## src/rtl/regfile_pkg.sv

```systemverilog
// regfile_pkg
//   Shared definitions for the register-file write side: widths, the
//   bulk-clear FSM state type and the one-entry write stage record.
//   Optional feature macro used by the top: REGFILE_BYPASS_EN.
package regfile_pkg;

  localparam int DATA_W = 32;
  localparam int ADDR_W = 5;
  localparam int NREGS  = 2 ** ADDR_W;
  localparam int CNT_W  = 16;

  localparam logic [CNT_W-1:0]  CNT_MAX  = '1;
  localparam logic [ADDR_W-1:0] LAST_IDX = ADDR_W'(NREGS - 1);

  typedef enum logic [1:0] {
    ST_IDLE  = 2'd0,
    ST_CLEAR = 2'd1,
    ST_DONE  = 2'd2
  } state_t;

  typedef struct packed {
    logic              valid;
    logic [ADDR_W-1:0] addr;
    logic [DATA_W-1:0] data;
  } stage_t;

endpackage

```

## src/rtl/regfile_write_demux_decoder_5x32.sv

```systemverilog
// decoder_5x32
//   Combinational ADDR_W-to-NREGS one-hot decoder; the inverse of the
//   32:1 read-select tree.
//   Ports:
//     idx    : register index to select
//     en     : when low, no output bit is set
//     onehot : one-hot write enables, bit k selects register k
module decoder_5x32
  import regfile_pkg::*;
(
  input  logic [ADDR_W-1:0] idx,
  input  logic              en,
  output logic [NREGS-1:0]  onehot
);

  always_comb begin
    onehot = '0;
    if (en) onehot[idx] = 1'b1;
  end

endmodule

```

## src/rtl/regfile_write_demux.sv

```systemverilog
// regfile_write_demux
//   Write side of the 32x32 register file. Writes arrive over a
//   valid/ready handshake, sit in a one-entry stage for one cycle and are
//   committed through a one-hot decoder. Register 0 is hardwired to zero.
//   A sequential bulk-clear FSM zeroes registers 1..NREGS-1, one per cycle.
//   Ports:
//     clk, reset          : clock, asynchronous active-high reset
//     wr_valid/wr_ready   : write handshake
//     wr_addr, wr_data    : write address / data
//     wr_ack              : pulse the cycle after a staged write commits
//     clr_req             : start a bulk clear (sampled in IDLE only)
//     clr_busy, clr_done  : clear in progress / clear finished pulse
//     wr_count            : saturating count of commits to nonzero registers
//     q_flat              : all registers, reg k at [k*DATA_W +: DATA_W]
//   Macro REGFILE_BYPASS_EN adds rd_addr/rd_data, a combinational read port
//   that forwards the staged write data.
module regfile_write_demux
  import regfile_pkg::*;
(
  input  logic                    clk,
  input  logic                    reset,
  input  logic                    wr_valid,
  output logic                    wr_ready,
  input  logic [ADDR_W-1:0]       wr_addr,
  input  logic [DATA_W-1:0]       wr_data,
  output logic                    wr_ack,
  input  logic                    clr_req,
  output logic                    clr_busy,
  output logic                    clr_done,
  output logic [CNT_W-1:0]        wr_count,
  output logic [NREGS*DATA_W-1:0] q_flat
`ifdef REGFILE_BYPASS_EN
  ,
  input  logic [ADDR_W-1:0]       rd_addr,
  output logic [DATA_W-1:0]       rd_data
`endif
);

  state_t            state_q, state_d;
  stage_t            stage_q, stage_d;
  logic [ADDR_W-1:0] clr_idx_q, clr_idx_d;
  logic [CNT_W-1:0]  cnt_q, cnt_d;
  logic              ack_q, ack_d;
  logic [DATA_W-1:0] regs_q [1:NREGS-1];
  logic [DATA_W-1:0] regs_d [1:NREGS-1];

  logic              sel_clear;
  logic [ADDR_W-1:0] dec_idx;
  logic              dec_en;
  logic [DATA_W-1:0] dec_data;
  logic [NREGS-1:0]  onehot;
  logic              accept;

  assign wr_ready = (state_q == ST_IDLE) && !clr_req;
  assign accept   = wr_valid && wr_ready;
  assign wr_ack   = ack_q;
  assign wr_count = cnt_q;
  assign clr_busy = (state_q == ST_CLEAR);
  assign clr_done = (state_q == ST_DONE);

  // One decoder serves both the commit path and the clear sweep. The stage
  // is always empty during CLEAR (wr_ready is low), so the two never collide.
  // Address 0 writes are simply not enabled, which keeps register 0 at zero.
  always_comb begin
    sel_clear = (state_q == ST_CLEAR);
    dec_idx   = sel_clear ? clr_idx_q : stage_q.addr;
    dec_en    = sel_clear || (stage_q.valid && (stage_q.addr != '0));
    dec_data  = sel_clear ? '0 : stage_q.data;
  end

  decoder_5x32 u_dec (
    .idx    (dec_idx),
    .en     (dec_en),
    .onehot (onehot)
  );

  always_comb begin
    for (int k = 1; k < NREGS; k++) begin
      regs_d[k] = onehot[k] ? dec_data : regs_q[k];
    end
  end

  // Stage, ack, counter and clear FSM. A staged write commits on the very
  // edge that enters CLEAR, but the counter reset takes priority there.
  always_comb begin
    state_d   = state_q;
    clr_idx_d = clr_idx_q;
    cnt_d     = cnt_q;
    ack_d     = stage_q.valid;
    stage_d   = '{valid: accept, addr: wr_addr, data: wr_data};

    if (stage_q.valid && (stage_q.addr != '0) && (cnt_q != CNT_MAX)) begin
      cnt_d = cnt_q + CNT_W'(1);
    end

    case (state_q)
      ST_IDLE: begin
        if (clr_req) begin
          state_d   = ST_CLEAR;
          clr_idx_d = ADDR_W'(1);
          cnt_d     = '0;
        end
      end
      ST_CLEAR: begin
        // Stop at the last register so the index never wraps back to 0.
        if (clr_idx_q == LAST_IDX) state_d = ST_DONE;
        else                       clr_idx_d = clr_idx_q + ADDR_W'(1);
      end
      ST_DONE:  state_d = ST_IDLE;
      default:  state_d = ST_IDLE;
    endcase
  end

  always_ff @(posedge clk or posedge reset) begin
    if (reset) begin
      state_q   <= ST_IDLE;
      stage_q   <= '0;
      clr_idx_q <= '0;
      cnt_q     <= '0;
      ack_q     <= 1'b0;
      for (int k = 1; k < NREGS; k++) regs_q[k] <= '0;
    end else begin
      state_q   <= state_d;
      stage_q   <= stage_d;
      clr_idx_q <= clr_idx_d;
      cnt_q     <= cnt_d;
      ack_q     <= ack_d;
      for (int k = 1; k < NREGS; k++) regs_q[k] <= regs_d[k];
    end
  end

  always_comb begin
    q_flat = '0;
    for (int k = 1; k < NREGS; k++) begin
      q_flat[k*DATA_W +: DATA_W] = regs_q[k];
    end
  end

`ifdef REGFILE_BYPASS_EN
  // Forward the staged write so a read right after accept sees the new data.
  always_comb begin
    if (stage_q.valid && (stage_q.addr == rd_addr) && (rd_addr != '0)) begin
      rd_data = stage_q.data;
    end else begin
      rd_data = q_flat[rd_addr*DATA_W +: DATA_W];
    end
  end
`endif

endmodule

```

## config.mk

```make
export PLATFORM = sky130hd
export DESIGN_NAME = regfile_write_demux
export DESIGN_NICKNAME = d
export VERILOG_FILES = /design/src/rtl/regfile_pkg.sv /design/src/rtl/regfile_write_demux_decoder_5x32.sv /design/src/rtl/regfile_write_demux.sv
export SDC_FILE = /design/constraint.sdc
export NUM_CORES = 2
export LEC_CHECK = 0
export CORE_AREA = 4 4 417 419
export CTS_BUF_LIST = sky130_fd_sc_hd__clkbuf_4
export CTS_CLUSTER_DIAMETER = 200
export DETAILED_ROUTE_END_ITERATION = 7
export DIE_AREA = 0 0 421 423
export GPL_TIMING_DRIVEN = 0
export PLACE_DENSITY_LB_ADDON = 0.12
export SLEW_MARGIN = 10
export SYNTH_ARGS = -nofsm -noshare
export SYNTH_HDL_FRONTEND = slang
export SYNTH_SLANG_ARGS = --single-unit
export TNS_END_PERCENT = 50
```

## constraint.sdc

```tcl
create_clock -name clk -period 75.2 [get_ports clk]
set_input_delay 15.04 -clock clk [delete_from_list [all_inputs] [get_ports clk]]
set_output_delay 15.04 -clock clk [all_outputs]
set_load 0.05 [all_outputs]
```

==> metrics <==
total clock sinks=1054; FILL cells=17076; WL final=176000 um; TritonCTS clock tree=built; Setup crit end kind=output port; Comb pwr share=0.522; IO Port Bufs=1052; Worst path slowest cell=clkdlybuf4s50_1; async set or reset register ratio after synthesis=1.00; min-delay worst type=flop to flop; Reg area=0.0264 mm^2; Synth Area in Compound Gates=0.00497; Post-Synthesis Cells=2506; core box area=0.171 mm^2; Pre-Repair DR Iteration Count=4; Post-Synth XOR/XNOR Area=0.00284; largest net degree at the start of global routing=102; sequential area share after synthesis=0.658; post-synthesis mux area share=0.280; mapped cell area=0.0401 mm^2; Worst Path Max Fanout=2; IO Pins=1085; commonest non-fill, non-tap cells in the layout=dfrtp_1 (1054), clkdlybuf4s50_1 (1052), mux2_2 (912), clkbuf_4 (462), clkbuf_1 (103); Post-DP HPWL=130000 um; Multi-input gate area=0.0126 mm^2; CP Depth=3; Pwr Density=50.5 mW/mm^2; clock buffer depth=4; Area Overhead vs Synth=43.5%; first-pass GRT wire length=244000 um; number of global-route vias before repair=29073; Yosys reg bits=1054; Worst Setup Path Type=primary input to output port; final-report hold violation count=0; Worst-path clk slew=50 ps; leak pwr=27.1 nW; Nets=3985; H-tree depth=5; root buf cell=clkbuf_4; Max VDD drop=23.4 uV; CP startpoint kind=primary input; post-synthesis adder-cell area fraction=0.000937; main combinational cell family by area after synthesis=multiplexers; Final Setup Violations=0; gpl congestion=0.777; Worst EP required=60160 ps; RSZ-0062 raised after global routing=no; period utilization=0.421; MaxCap Viol Count=0; initial antenna violation count=29; post-CTS sizing=0; hold_buf cts=0; Clk pwr share=0.183; synth unique cells=52; grt ovf=0; Cell Area, Placed=0.0539 mm^2; switching part of the total=0.477; CTS Buf Count=336; DRC=0; fin. max-slew vios=0; R2R depth=7; Routed Antenna Nets=0; die width=421 um; Routed WL per cell=27.8 um; slowest stage delay, CP=970 ps; status=finished, final reports clean; Mean Syn Cell Area=16.0 um^2; Main synth FF type=dfrtp_1; postcts setup bufs=0; post-layout min period=31690 ps; leading cell type in the layout, fill and taps excluded=dfrtp_1; hold path depth=1; Rel. slew slack=0.198; Worst-Margin Slew=1200 ps; CP Buf/Inv Count=2; CP Cell Sequence=clkdlybuf4s50_1, nor3_1, clkdlybuf4s50_1; setup ws final=43510 ps; Core Util, Final=0.337; post-route cell area=0.0575 mm^2; clock insertion delay at the later pin of the skew report=1280 ps; all-layer global routing usage=0.195; Pint=1.52 mW; Simple-Gate Fraction of Synth Area=0.0226; fmax=31.6 MHz; die area=0.178 mm^2; via count=27158; share of layout cells above drive strength 1=0.376; Initial Util=0.235; Syn. warnings=0; via/cell ratio=4.28; P_sw=1.38 mW; num rows=152; Worst path top cell family by delay=buffers and inverters; drt first-iter violations=1048; worst clock skew=66.8 ps; EDFF count, synth=0; die height=423 um; critical path arrival=16650 ps; cell repeated most along the worst path=clkdlybuf4s50_1; setup tns final=0 ps; sequential share of power=0.295; worst slack at placement=43470 ps
-- logic make-up after synthesis --
kind of cell | after synthesis
XOR/XNOR | 13
buffers and inverters | 248
flip-flops | 1054
multiplexers | 995
AO/OA/AOI/OAI | 29
other | 1
adder cells (fa/ha/maj) | 3
AND/OR/NAND/NOR | 163
-- path summary, 6_finish.rpt --
check                             from     endpoint  slack, ps
min in group asynchronous        reset  q_flat[741]      14210
max in group asynchronous        reset  stage_q[16]      58500
max                            clr_req     wr_ready      43510
min                        q_flat[142]  q_flat[142]        480
min reg2reg                q_flat[142]  q_flat[142]        480
max reg2reg                 state_q[0]  q_flat[108]      71930
-- power by group through the flow --
stage / registers [mW] / clock network [mW] / logic (mW)
finish: 0.857 / 0.531 / 1.51
global route: 0.882 / 0.589 / 1.56
CTS: 0.858 / 0.560 / 1.54
detailed placement: 0.866 / 0 / 1.54
global placement: 0.867 / 0 / 1.53
floorplan: 1.52 / 0 / 0.265
-- worst register-to-register path, delay by kind of cell, from the launching register on --
| family | cells | cell delay (ps) |
|---|---|---|
| buffers and inverters | 3 | 1100 |
| multiplexers | 1 | 400 |
| AND/OR/NAND/NOR | 2 | 1000 |
| flip-flops | 1 | 370 |
| AO/OA/AOI/OAI | 1 | 240 |
-- flip-flops by register name, summed over array words and instances, names as in the netlist --
register	flops
q_flat	992
wr_ack	1
stage_q	37
ack_d	1
state_q	2
clr_idx_q	5
wr_count	16
-- routing by layer --
layer  vias to the layer above  routed length [um]  global-route usage
met3                       328               11900              0.0651
li1                      11710                   -                   -
met2                       970               92300               0.351
met1                     14142               65400               0.210
met4                         8                6570              0.0758
met5                         -                  57                   0
-- cells in the mapped netlist, types with 4 or more instances --
cell | n | area, um^2
a31oi_1 | 5 | 31.3
nor3_1 | 13 | 65.1
and2_1 | 36 | 225
nor2_1 | 37 | 139
nand3_1 | 5 | 25.0
mux2_2 | 912 | 10300
nor2b_1 | 9 | 56.3
xnor2_1 | 10 | 87.6
nor4bb_1 | 4 | 40.0
inv_1 | 8 | 30.0
mux2_1 | 81 | 912
buf_2 | 80 | 400
buf_4 | 45 | 338
nand2b_1 | 4 | 25.0
clkbuf_1 | 104 | 390
nand2_1 | 25 | 93.8
o21ai_0 | 5 | 25.0
dfrtp_1 | 1054 | 26400
nand4_1 | 8 | 50.1
buf_1 | 6 | 22.5
a21oi_1 | 5 | 25.0
-- area by class of cell --
type | count | area share
timing repair buffer | 1066 | 0.189
sequential | 1054 | 0.459
multi-input combinational | 1235 | 0.219
tap | 2233 | 0.0486
clock buffer | 462 | 0.0603
antenna | 17 | 0.000740
buffer | 239 | 0.0207
clock inverter | 31 | 0.00207
inverter | 9 | 0.000718
-- metrics by stage --
step / total power, mW / hold WS, ps / cells
4_1_cts: 2.96 / 486 / 6329
3_3_place_gp: 2.40 / 466 / 5822
2_1_floorplan: 1.79 / 454 / 2537
5_1_grt: 3.03 / 501 / 6340
3_5_place_dp: 2.40 / 474 / 5836
6_report: 2.90 / 483 / 6346
Power figures use the tool's default switching activity.
